**config.mk**
```make
export PLATFORM = sky130hd
export DESIGN_NAME = pll_clk_gen
export DESIGN_NICKNAME = d
export VERILOG_FILES = /design/src/rtl/pll_pkg.sv /design/src/rtl/pll_lock_det.sv /design/src/rtl/pll_clk_gen.sv
export SDC_FILE = /design/constraint.sdc
export NUM_CORES = 1
export LEC_CHECK = 0
export CAP_MARGIN = 5
export CELL_PAD_IN_SITES_DETAIL_PLACEMENT = 0
export CELL_PAD_IN_SITES_GLOBAL_PLACEMENT = 2
export CORE_MARGIN = 4
export CORE_UTILIZATION = 32
export DETAILED_ROUTE_END_ITERATION = 6
export PLACE_DENSITY_LB_ADDON = 0.1
export SLEW_MARGIN = 20
export SYNTH_ARGS = -nofsm -noshare
export SYNTH_HDL_FRONTEND = slang
export SYNTH_SLANG_ARGS = --single-unit
```
**constraint.sdc**
```tcl
create_clock -name clkin1 -period 1.6 [get_ports clkin1]
set_input_delay 0.32 -clock clkin1 [delete_from_list [all_inputs] [get_ports clkin1]]
set_output_delay 0.32 -clock clkin1 [all_outputs]
set_load 0.1 [all_outputs]
```
**src/rtl/pll_pkg.sv**
```systemverilog
// pll_pkg: shared constants and width helper for the clock generator.
// Holds default divider/lock settings and their legal upper bounds.
package pll_pkg;

    localparam int DEF_DIV         = 2;
    localparam int DEF_LOCK_CYCLES = 256;
    localparam int MAX_DIV         = 256;
    localparam int MAX_LOCK_CYCLES = 65535;

    // Counter width able to hold 0..n-1, never narrower than 1 bit.
    function automatic int width_of(input int n);
        return (n > 1) ? $clog2(n) : 1;
    endfunction

endpackage

```
**src/rtl/pll_lock_det.sv**
```systemverilog
// pll_lock_det: counts reference edges after reset release, raises sticky lock.
// Ports: clk_i reference clock, rst_ni sync active-low reset, lock_o flag.
module pll_lock_det
    import pll_pkg::*;
#(
    parameter int LOCK_CYCLES = DEF_LOCK_CYCLES
) (
    input  logic clk_i,
    input  logic rst_ni,
    output logic lock_o
);

    localparam int LW = width_of(LOCK_CYCLES);
    localparam logic [LW-1:0] LAST = LW'(LOCK_CYCLES - 1);

    logic [LW-1:0] lock_cnt_q;
    logic [LW-1:0] lock_cnt_d;
    logic          lock_q;
    logic          lock_d;

    // Counter freezes on the lock edge; only reset can clear lock.
    always_comb begin
        lock_cnt_d = lock_cnt_q;
        lock_d     = lock_q;
        if (!lock_q) begin
            if (lock_cnt_q == LAST) begin
                lock_d = 1'b1;
            end else begin
                lock_cnt_d = lock_cnt_q + LW'(1);
            end
        end
    end

    always_ff @(posedge clk_i) begin
        if (!rst_ni) begin
            lock_cnt_q <= '0;
            lock_q     <= 1'b0;
        end else begin
            lock_cnt_q <= lock_cnt_d;
            lock_q     <= lock_d;
        end
    end

    assign lock_o = lock_q;

endmodule

```
**src/rtl/pll_clk_gen.sv**
```systemverilog
// pll_clk_gen: integer clock divider with duty/phase control and lock flag.
// Ports: clkin1 reference, rst_n sync active-low, clkout0 divided, lock valid.
module pll_clk_gen
    import pll_pkg::*;
#(
    parameter real CLKIN_FREQ  = 27.0,
    parameter int  DIV         = DEF_DIV,
    parameter int  HIGH_CYCLES = DIV / 2,
    parameter int  PHASE       = 0,
    parameter int  LOCK_CYCLES = DEF_LOCK_CYCLES
) (
    input  logic clkin1,
    input  logic rst_n,
    output logic clkout0,
    output logic lock
);

    if (CLKIN_FREQ <= 0.0) begin : g_bad_freq
        $error("pll_clk_gen: CLKIN_FREQ must be positive");
    end
    if (DIV < 1 || DIV > MAX_DIV) begin : g_bad_div
        $error("pll_clk_gen: DIV=%0d outside 1..%0d", DIV, MAX_DIV);
    end
    if (DIV > 1 && (HIGH_CYCLES < 1 || HIGH_CYCLES > DIV - 1))
    begin : g_bad_high
        $error("pll_clk_gen: HIGH_CYCLES=%0d outside 1..%0d",
               HIGH_CYCLES, DIV - 1);
    end
    if (PHASE < 0 || PHASE > DIV - 1) begin : g_bad_phase
        $error("pll_clk_gen: PHASE=%0d outside 0..%0d", PHASE, DIV - 1);
    end
    if (LOCK_CYCLES < 1 || LOCK_CYCLES > MAX_LOCK_CYCLES)
    begin : g_bad_lock
        $error("pll_clk_gen: LOCK_CYCLES=%0d outside 1..%0d",
               LOCK_CYCLES, MAX_LOCK_CYCLES);
    end

    pll_lock_det #(
        .LOCK_CYCLES(LOCK_CYCLES)
    ) u_lock_det (
        .clk_i (clkin1),
        .rst_ni(rst_n),
        .lock_o(lock)
    );

    if (DIV == 1) begin : g_bypass
        // Undivided: gate the reference so nothing leaks before lock.
        assign clkout0 = clkin1 & lock;
    end else begin : g_div
        localparam int CW = width_of(DIV);
        localparam logic [CW-1:0] LAST    = CW'(DIV - 1);
        localparam logic [CW-1:0] HIGH_C  = CW'(HIGH_CYCLES);
        localparam logic [CW-1:0] PHASE_C = CW'(PHASE);

        logic [CW-1:0] cnt_q;
        logic [CW-1:0] cnt_d;
        logic          clkout_q;
        logic          clkout_d;

        // Before lock the divider parks at PHASE with the output low.
        always_comb begin
            cnt_d    = cnt_q;
            clkout_d = clkout_q;
            if (lock) begin
                clkout_d = (cnt_q < HIGH_C);
                cnt_d    = (cnt_q == LAST) ? '0 : cnt_q + CW'(1);
            end
        end

        always_ff @(posedge clkin1) begin
            if (!rst_n) begin
                cnt_q    <= PHASE_C;
                clkout_q <= 1'b0;
            end else begin
                cnt_q    <= cnt_d;
                clkout_q <= clkout_d;
            end
        end

        assign clkout0 = clkout_q;
    end

endmodule

```
==> summary.txt <==
Power
  • Internal power consumption: 0.405 mW
  • Peak supply drop: 382 uV
  • Proportion of power drawn by flip-flops and latches: 50.8%
  • NetSw: 0.113 mW
  • Leakage: 0.230 nW
  • Switch share: 21.9%
  • Pwr dens: 910 nW/um^2
  • Portion of total power attributed to the clock network: 44.9%
  • Combinational share of power: 4.3%

Timing
  • Transition at the pin with the smallest max-transition slack: 0.364 ns
  • Unrepaired setup endpoints after global routing: no
  • Final hold violations: 0
  • Final critical delay including setup and external delays: 1.54 ns
  • Final total negative setup slack: 0 ns
  • Max Clock Skew: 0.00397 ns
  • Max-slew violation count: 0
  • Maximum frequency from static timing analysis: 648 MHz
  • Period utilization: 96.5%
  • Setup violation total in the final timing report: 0
  • Worst slew slack as a fraction of its limit: 75.7%

Hold path
  • Worst hold path depth: 2
  • Endpoint of the worst hold-timing path: u_lock_det.lock_cnt_q[1]
  • Source of the worst hold timing path: u_lock_det.lock_cnt_q[1]
  • Worst Hold Class: flop to flop

Route
  • Avg WL per Cell: 12.7 um
  • Vias after detailed routing: 373
  • First-pass iteration count of the detailed router: 4
  • First DRT Iteration DRCs: 13
  • Detailed-routed wire length on met2: 400 um
  • Total routed wire length on the met1 layer: 460 um
  • Post-route antenna net violation count: 0
  • DRC: 0
  • Highest metal layer used by the detailed router: met4
  • Via density: 5.25
  • WL met3: 32 um
  • Wire length after detailed routing: 903 um

GRT
  • Number of antenna violations at the first check in global routing: 0
  • Vias in the first global route: 332
  • Global-route wire length before repair: 1440 um
  • GRT Residual Overflow: 0
  • Largest net degree at the start of global routing: 13
  • Global-route total usage across every layer: 10.2%

Clock network
  • Number of levels the H-tree was split into: 1
  • Count of hold buffers inserted by post-cts repair: 0
  • Postcts setup bufs: 0
  • Clock network latency to the later pin of the worst-skew pair: 0.27 ns
  • Clock-pin slew on the worst setup and hold paths: 0.07 ns
  • Clock sink count: 10
  • TritonCTS buffer count: 3
  • CTS max path bufs: 2
  • Cell at the root of the clock tree: clkbuf_4
  • Clock tree from TritonCTS: built
  • Post-cts gate resize count: 0

Placement
  • Area after DPL: 533 um^2
  • Post-DP HPWL: 699 um
  • Routability-driven placement congestion ratio: 0.774
  • Post-placement cell count: 67
  • Port Buffer Count: 3

Run
  • Max Cap Violations: 0

Final layout
  • Filler Cell Count: 137
  • Synthesis-to-finish area growth: 22.0%
  • Post-route cell area: 569 um^2
  • NumNets Final: 60
  • Fraction of final layout cells with drive strength greater than 1: 23.2%
  • Sequential Area: 201 um^2
  • Post-route non-filler standard cell count: 71
  • Multi-input gate area: 259 um^2
  • Antenna diode count: 0

Synthesis
  • Most common cell in the synthesized netlist: dfxtp_1
  • Ys async rst share: 0%
  • Net count after synthesis: 53
  • Synthesized netlist cell count: 50
  • Seq cells post-synth: 10
  • Most numerous cell types in the synthesized netlist: 10 x dfxtp_1, 8 x nand2_1, 4 x o21ai_0, 3 x a21oi_1
  • Mapped Area: 467 um^2
  • Count of yosys warnings during synthesis: 0
  • Cell type contributing the most total cell area after synthesis: dfxtp_1
  • Number of enable flip-flop cells after synthesis: 0
  • Mean instance size in the synthesized netlist: 9.33 um^2
  • Sequential cell area fraction in the yosys report: 42.9%
  • Predominant post-synthesis flop cell: dfxtp_1
  • Distinct cells, synth: 24
  • Synth top area share: 42.9%
  • Largest cells by area after synthesis: dfxtp_1 43%, nand2_1 6.4%, and4b_2 4.8%

Setup path
  • Source of the worst register-to-register timing path: u_lock_det.lock_cnt_q[0]
  • Startpoint-to-endpoint class of the critical path: flop to flop
  • CP Data Required Time: 1.76 ns
  • Slowest stage cell, crit path: or4_1
  • Element type at the critical path end: flop
  • Depth of the most critical reg-to-reg path: 4
  • Maximum fanout along the worst path: 5
  • Startpoint Class: flop
  • Arrival time at the worst endpoint: 1.71 ns
  • Worst-case register-to-register setup slack: 0.06 ns
  • Cell chain of the critical path: ha_1, and4_4, or4_1, and3_1
  • Terminus of the critical flop-to-flop path: u_lock_det.lock_cnt_q[5]
  • Biggest cell delay along the critical path: 0.45 ns
  • Cell family with most CP delay: simple AND/OR/NAND/NOR gates
  • Number of buffers and inverters on the critical path: 0

Floorplan
  • Die W: 46.2 um
  • Total Die Area: 2130 um^2
  • Top Ports: 4
  • Site row count: 13
  • Placeable Area: 1330 um^2
  • Initial Utilization: 35.0%
  • Y dimension of the die: 46.2 um

Status
  • Result of the run: finished clean
==> registers in the layout, indices dropped and copies added (netlist names) <==
register / cells
u_lock_det.lock_cnt_q: 8
g_div.cnt_q: 1
u_lock_det.lock_o: 1
==> cell type report <==
cell class / instances / share of cell area, %
multi-input cells: 38 / 45.5
flip-flops and latches: 10 / 35.4
repair buffers: 3 / 8.79
clock buffers: 4 / 6.37
well taps: 15 / 3.30
inverters: 1 / 0.659
==> placed cells by master, fill, tap and decap left out, types with 2 or more instances in the layout <==
cell type	instances
dfxtp_1	9
nand2_1	8
o21ai_0	4
a21oi_1	3
clkbuf_4	3
and3_1	2
nor3b_1	2
and4b_2	2
a31oi_1	2
mux2i_1	2
buf_12	2
==> per-stage QoR <==
stage                     power [mW]  setup WS, ns  hold WS [ns]  util [%]
after global routing           0.543        0.0250         0.536      42.7
after global placement         0.289         0.107         0.475      40.0
after detailed placement       0.292        0.0721         0.489      40.0
after CTS                      0.523        0.0553         0.499      42.7
final                          0.518        0.0563         0.501      42.7
after floorplan                0.282         0.140         0.458         -
==> tightest hold or removal path, delay by kind of cell (launching register included) <==
family,cells,cell delay (ns)
multiplexers,1,0.05
AND/OR/NAND/NOR,1,0.06
flip-flops,1,0.34
==> how the worst max path moves through the flow <==
stage                              from                        to  slack, ns  depth (start not counted)
2_1_floorplan  u_lock_det.lock_cnt_q[0]  u_lock_det.lock_cnt_q[5]       0.14                          4
3_3_place_gp   u_lock_det.lock_cnt_q[0]  u_lock_det.lock_cnt_q[5]       0.11                          4
3_5_place_dp   u_lock_det.lock_cnt_q[0]  u_lock_det.lock_cnt_q[5]       0.07                          4
4_1_cts        u_lock_det.lock_cnt_q[0]  u_lock_det.lock_cnt_q[5]       0.06                          4
5_1_grt        u_lock_det.lock_cnt_q[0]  u_lock_det.lock_cnt_q[5]       0.02                          4
6_report       u_lock_det.lock_cnt_q[0]  u_lock_det.lock_cnt_q[5]       0.06                          4
==> layer usage <==
layer,up-vias,GRT usage [%]
met2,7,13.2
met5,-,0
li1,196,-
met4,0,6.82
met1,168,13.1
met3,2,4.69
==> logic make-up (layout without fill, tap and decap cells) <==
family	after synthesis	in the layout	synth area share, %
simple gates	23	23	32.4
compound gates	11	11	14.2
flops	10	10	42.9
mux	2	2	4.29
buf+inv	2	8	1.61
fa+ha+maj	1	1	2.68
xor+xnor	1	1	1.88
==> power groups by stage <==
stage / logic, mW / clock network, mW / registers (mW)
finish: 0.0224 / 0.233 / 0.263
global route: 0.0248 / 0.254 / 0.264
CTS: 0.0231 / 0.237 / 0.263
detailed placement: 0.0229 / 0 / 0.269
global placement: 0.0206 / 0 / 0.268
floorplan: 0.0156 / 0 / 0.267
Note: power is estimated with default switching activity, not from simulation.
